$ cat config.mk
export PLATFORM = sky130hd
export DESIGN_NAME = fifo_sync_param
export DESIGN_NICKNAME = d
export VERILOG_FILES = /design/src/rtl/fifo_sync_param.sv
export SDC_FILE = /design/constraint.sdc
export NUM_CORES = 1
export LEC_CHECK = 0
export ABC_AREA = 0
export CORE_MARGIN = 2
export CORE_UTILIZATION = 58
export CTS_CLUSTER_DIAMETER = 80
export CTS_CLUSTER_SIZE = 28
export DETAILED_ROUTE_END_ITERATION = 12
export HOLD_SLACK_MARGIN = 0.08
export PLACE_DENSITY = 0.79
export SETUP_SLACK_MARGIN = 0.1
export SYNTH_ARGS = -nofsm -noshare
export SYNTH_HDL_FRONTEND = slang
export SYNTH_SLANG_ARGS = --single-unit
$ cat constraint.sdc
create_clock -name clk -period 3 [get_ports clk]
set_input_delay 0.6 -clock clk [delete_from_list [all_inputs] [get_ports clk]]
set_output_delay 0.6 -clock clk [all_outputs]
set_load 0.01 [all_outputs]
$ cat src/rtl/fifo_sync_param.sv
// Parametrised single-clock FIFO with almost-full/almost-empty flags and optional first-word-fall-through read.
// Latency: a write is visible one cycle later; FWFT=0 returns the popped word one edge after an accepted rd_en.
// Backpressure: writes while full and reads while empty are dropped and reported by overflow/underflow pulses.
module fifo_sync_param #(
    parameter int DATA_WIDTH = 16,
    parameter int FIFO_DEPTH = 8,
    parameter int AF_LEVEL   = FIFO_DEPTH - 1,
    parameter int AE_LEVEL   = 1,
    parameter int FWFT       = 0
) (
    input  logic                               clk,
    input  logic                               rst,
    input  logic [DATA_WIDTH-1:0]              data_in,
    input  logic                               wr_en,
    input  logic                               rd_en,
    output logic [DATA_WIDTH-1:0]              data_out,
    output logic                               rd_valid,
    output logic                               wr_ack,
    output logic                               overflow,
    output logic                               underflow,
    output logic                               full,
    output logic                               empty,
    output logic                               almostfull,
    output logic                               almostempty,
    output logic [$clog2(FIFO_DEPTH+1)-1:0]    count
);
    localparam int CW = $clog2(FIFO_DEPTH + 1);
    localparam int PW = $clog2(FIFO_DEPTH);

    logic [DATA_WIDTH-1:0] mem [FIFO_DEPTH];
    logic [PW-1:0]         wr_ptr;
    logic [PW-1:0]         rd_ptr;
    logic [PW-1:0]         wr_ptr_nxt;
    logic [PW-1:0]         rd_ptr_nxt;
    logic                  wr_acc;
    logic                  rd_acc;

    assign full        = (count == CW'(FIFO_DEPTH));
    assign empty       = (count == '0);
    assign almostfull  = !full && (count >= CW'(AF_LEVEL));
    assign almostempty = !empty && (count <= CW'(AE_LEVEL));

    assign wr_acc = wr_en && !full;
    assign rd_acc = rd_en && !empty;

    // Explicit wrap so non-power-of-two depths never index past the last entry.
    assign wr_ptr_nxt = (wr_ptr == PW'(FIFO_DEPTH - 1)) ? '0 : wr_ptr + PW'(1);
    assign rd_ptr_nxt = (rd_ptr == PW'(FIFO_DEPTH - 1)) ? '0 : rd_ptr + PW'(1);

    always_ff @(posedge clk) begin
        if (rst) begin
            wr_ptr    <= '0;
            rd_ptr    <= '0;
            count     <= '0;
            wr_ack    <= 1'b0;
            overflow  <= 1'b0;
            underflow <= 1'b0;
        end else begin
            wr_ack    <= wr_acc;
            overflow  <= wr_en && full;
            underflow <= rd_en && empty;
            if (wr_acc) wr_ptr <= wr_ptr_nxt;
            if (rd_acc) rd_ptr <= rd_ptr_nxt;
            if (wr_acc && !rd_acc)
                count <= count + CW'(1);
            else if (rd_acc && !wr_acc)
                count <= count - CW'(1);
        end
    end

    // Storage is deliberately not reset; reset still blocks a coincident write.
    always_ff @(posedge clk) begin
        if (wr_acc && !rst)
            mem[wr_ptr] <= data_in;
    end

    generate
        if (FWFT != 0) begin : g_fwft
            assign data_out = empty ? '0 : mem[rd_ptr];
            assign rd_valid = !empty;
        end else begin : g_std
            always_ff @(posedge clk) begin
                if (rst) begin
                    data_out <= '0;
                    rd_valid <= 1'b0;
                end else begin
                    rd_valid <= rd_acc;
                    if (rd_acc)
                        data_out <= mem[rd_ptr];
                end
            end
        end
    endgenerate

endmodule

==> out/metrics.csv <==
metric,value,unit
status,"complete, no violations",
DR iter-0 viols,272,
first-pass GRT wire length,18.9,mm
critical path capture point type,output pin,
synthesized cell area,6160,µm²
Hold/Removal Path Class,flop to flop,
IO Port Bufs,47,
gr usage total,22.4,%
combinational power share,19.7,%
Startpoint Class,flop,
register share of total power,44.3,%
DR pass1 iterations,5,
"Slew Viols, Final",0,
critical path class,flop to output pin,
TritonCTS clock tree,yes,
Internal,4.62,mW
Worst Tran Pin Value,0.783,ns
fraction of registers with async set/reset,0,%
vias,3600,
RD Place Congestion,0.790,
vias per std cell,6.00,
GR Overflow Total,0,
Inserted Diodes,0,
clock buffer count from CTS,17,
number of H-tree levels,4,
worst rel slew slack,47.8,%
Final ANT Viol Nets,0,
RSZ-0062 raised after global routing,no,
Synth area leaders,"edfxtp_1 (62%), dfxtp_1 (9.7%), mux2i_1 (8.0%)",
Sw Ratio,25.6,%
Peak VDD IR,425,µV
drt wl/cell,20.2,µm
clock root buffer master,clkbuf_8,
Area Growth Syn to Fin,20.9,%
"CTS clk-pin slew, worst paths",0.06,ns
# nets final,480,
area occupied by multi-input gates,1570,µm²
synth unique cells,40,
DRC Markers,0,
DP Worst Slack,0.461,ns
Fin. Hold Viols,0,
total wire length,12.1,mm
critical path arrival,2.15,ns
CP Max Fanout,7,
FF+latch area,4450,µm²
Die H,107,µm
Die Width,107,µm
placed wire-length estimate,6.84,mm
worst hold slack,0.470,ns
Hold Startpoint,data_out[13]$_SDFFE_PP0P_,
top-level I/O count,48,
net switching power,1.59,mW
CTS Sinks,158,
vias in the first global route,3624,
post-synth top area cell,edfxtp_1,
WHS Path Cells,1,
Required @ worst endpoint,2.40,ns
FF-to-FF Start,count[0]$_SDFFE_PP0P_,
clock period minus worst slack,2.75,ns
max-cap violations,0,
Mapped Cells,387,
Yosys reg bits,158,
PD cells,833,nW/µm²
WHS Endpoint,data_out[13]$_SDFFE_PP0P_,
die area,11500,µm²
Clock Tree Buf Depth,2,
worst r2r path cells,8,
Synthesis Warnings,0,
"Seq/Total Area, Yosys",72.1,%
final setup violation count,0,
initial antenna violation count,0,
clk_lat worst skew,0.51,ns
final worst slack,0.252,ns
share of post-route cells with drive strength above 1,12.9,%
filler instances,636,
"Avg Cell Area, Syn",15.9,µm²
Worst Skew,0.00758,ns
Final period util,91.6,%
num rows,37,
syn_nets,416,
R2R Path End,count[2]$_SDFFE_PP0P_,
clock network fraction of total power,36.0,%
setup TNS,0,ns
Static Leak,2.47,nW
largest net degree at the start of global routing,54,
post-synth top area share,62.4,%
initial core utilization,59.7,%
"EDFF count, synth",128,
Post-synth top flop,edfxtp_1,
core area,10300,µm²
upper clock frequency limit,0.364,GHz
R2R setup slack,0.64,ns
cells in the mapped netlist, drive strengths merged, types with 2 or more instances:
cell type	count
a211oi	16
a21oi	14
a22oi	15
a31oi	15
a32o	16
buf	17
clkbuf	5
dfxtp	30
edfxtp	128
ha	9
inv	6
mux2i	49
nand2	10
nand2b	5
nand3	2
nand4b	2
nor2	14
nor2b	17
nor3	2
or3	3
xor2	2
metrics by stage:
step | utilization (%) | instances | total power, mW | instance area, µm²
2_1_floorplan | - | 387 | 3.52 | 6160
3_3_place_gp | 66.0 | 566 | 3.92 | 6810
3_5_place_dp | 66.0 | 566 | 3.96 | 6810
4_1_cts | 72.0 | 598 | 6.20 | 7430
5_1_grt | 72.2 | 600 | 6.44 | 7450
6_report | 72.2 | 600 | 6.21 | 7450
metal layers:
metal  global-route usage, %  part of all wire [%]  vias up
met2                    36.2                    50      141
li1                        -                     -     1650
met4                    9.18                   1.8        0
met3                    4.80                   6.7       23
met1                    29.8                    41     1786
met5                       0                     0        -
layout by cell type, fill, tap and decap left out, types with 4 or more instances in the layout:
cell and n:
inv_1 4, clkbuf_1 5, nor2b_1 17, dfxtp_1 28, a211oi_1 15, nor2_1 13
a32o_1 15, ha_1 8, buf_4 20, nand2_1 10, clkbuf_16 16, a21oi_1 13
mux2i_1 49, edfxtp_1 128, nand2b_1 5, bufinv_16 5, a22oi_1 15, clkdlybuf4s50_1 47
a31oi_1 15
power groups by stage:
| stage | sequential (mW) | combinational (mW) | clock (mW) |
|---|---|---|---|
| floorplan | 2.70 | 0.821 | 0 |
| global placement | 2.78 | 1.14 | 0 |
| detailed placement | 2.79 | 1.17 | 0 |
| CTS | 2.75 | 1.20 | 2.25 |
| global route | 2.78 | 1.32 | 2.34 |
| finish | 2.75 | 1.23 | 2.23 |
how the worst max path moves through the flow:
stage | start | to | slack, ns | cells past startpoint
after floorplan | count[0]$_SDFFE_PP0P_ | mem[0][0]$_DFFE_PP_ | 0.20 | 6
after global placement | rd_en | count[3]$_SDFFE_PP0P_ | 0.52 | 7
after detailed placement | rd_en | count[3]$_SDFFE_PP0P_ | 0.46 | 7
after CTS | count[0]$_SDFFE_PP0P_ | empty | 0.11 | 5
after global routing | count[0]$_SDFFE_PP0P_ | empty | 0.15 | 5
final | count[0]$_SDFFE_PP0P_ | empty | 0.25 | 5
cell families (layout without fill, tap and decap cells):
kind of cell             count (synthesis)  count (layout)  share of synthesized area (%)
flip-flops                             158             158                           72.1
AO/OA/AOI/OAI                           77              77                           9.40
AND/OR/NAND/NOR                         63              63                           5.62
multiplexers                            49              49                           7.96
buffers and inverters                   28             105                           2.66
adder cells (fa/ha/maj)                  9               9                           1.83
XOR/XNOR                                 3               3                          0.426
worst max-delay path: stages, from the launching register on:
cell	delay [ns]
dfxtp_2	0.36
inv_1	0.09
ha_2	0.20
or3b_4	0.40
inv_2	0.07
clkdlybuf4s50_1	0.52
state kept, by name, summed over array words and instances (netlist names):
| name | flops |
|---|---|
| wr_ptr | 3 |
| mem | 128 |
| rd_valid | 1 |
| wr_ack | 1 |
| rd_ptr | 3 |
| underflow | 1 |
| overflow | 1 |
| data_out | 16 |
| count | 4 |
area by class of cell:
class | instances | share of cell area, %
Clock inverter | 10 | 2.52
Multi-Input combinational cell | 201 | 21.1
Timing Repair Buffer | 67 | 8.33
Tap cell | 136 | 2.28
Clock buffer | 22 | 5.81
Inverter | 6 | 0.302
Sequential cell | 158 | 59.7
what timing repair did:
item | CTS | global route
hold buffers | 0 | 0
buffers inserted | 0 | 2
gates resized for setup | 1 | 3
pin swaps | 0 | 0
gates cloned | 0 | 0
setup endpoints to repair | 1 | 1
(Power assumes the default switching activity.)
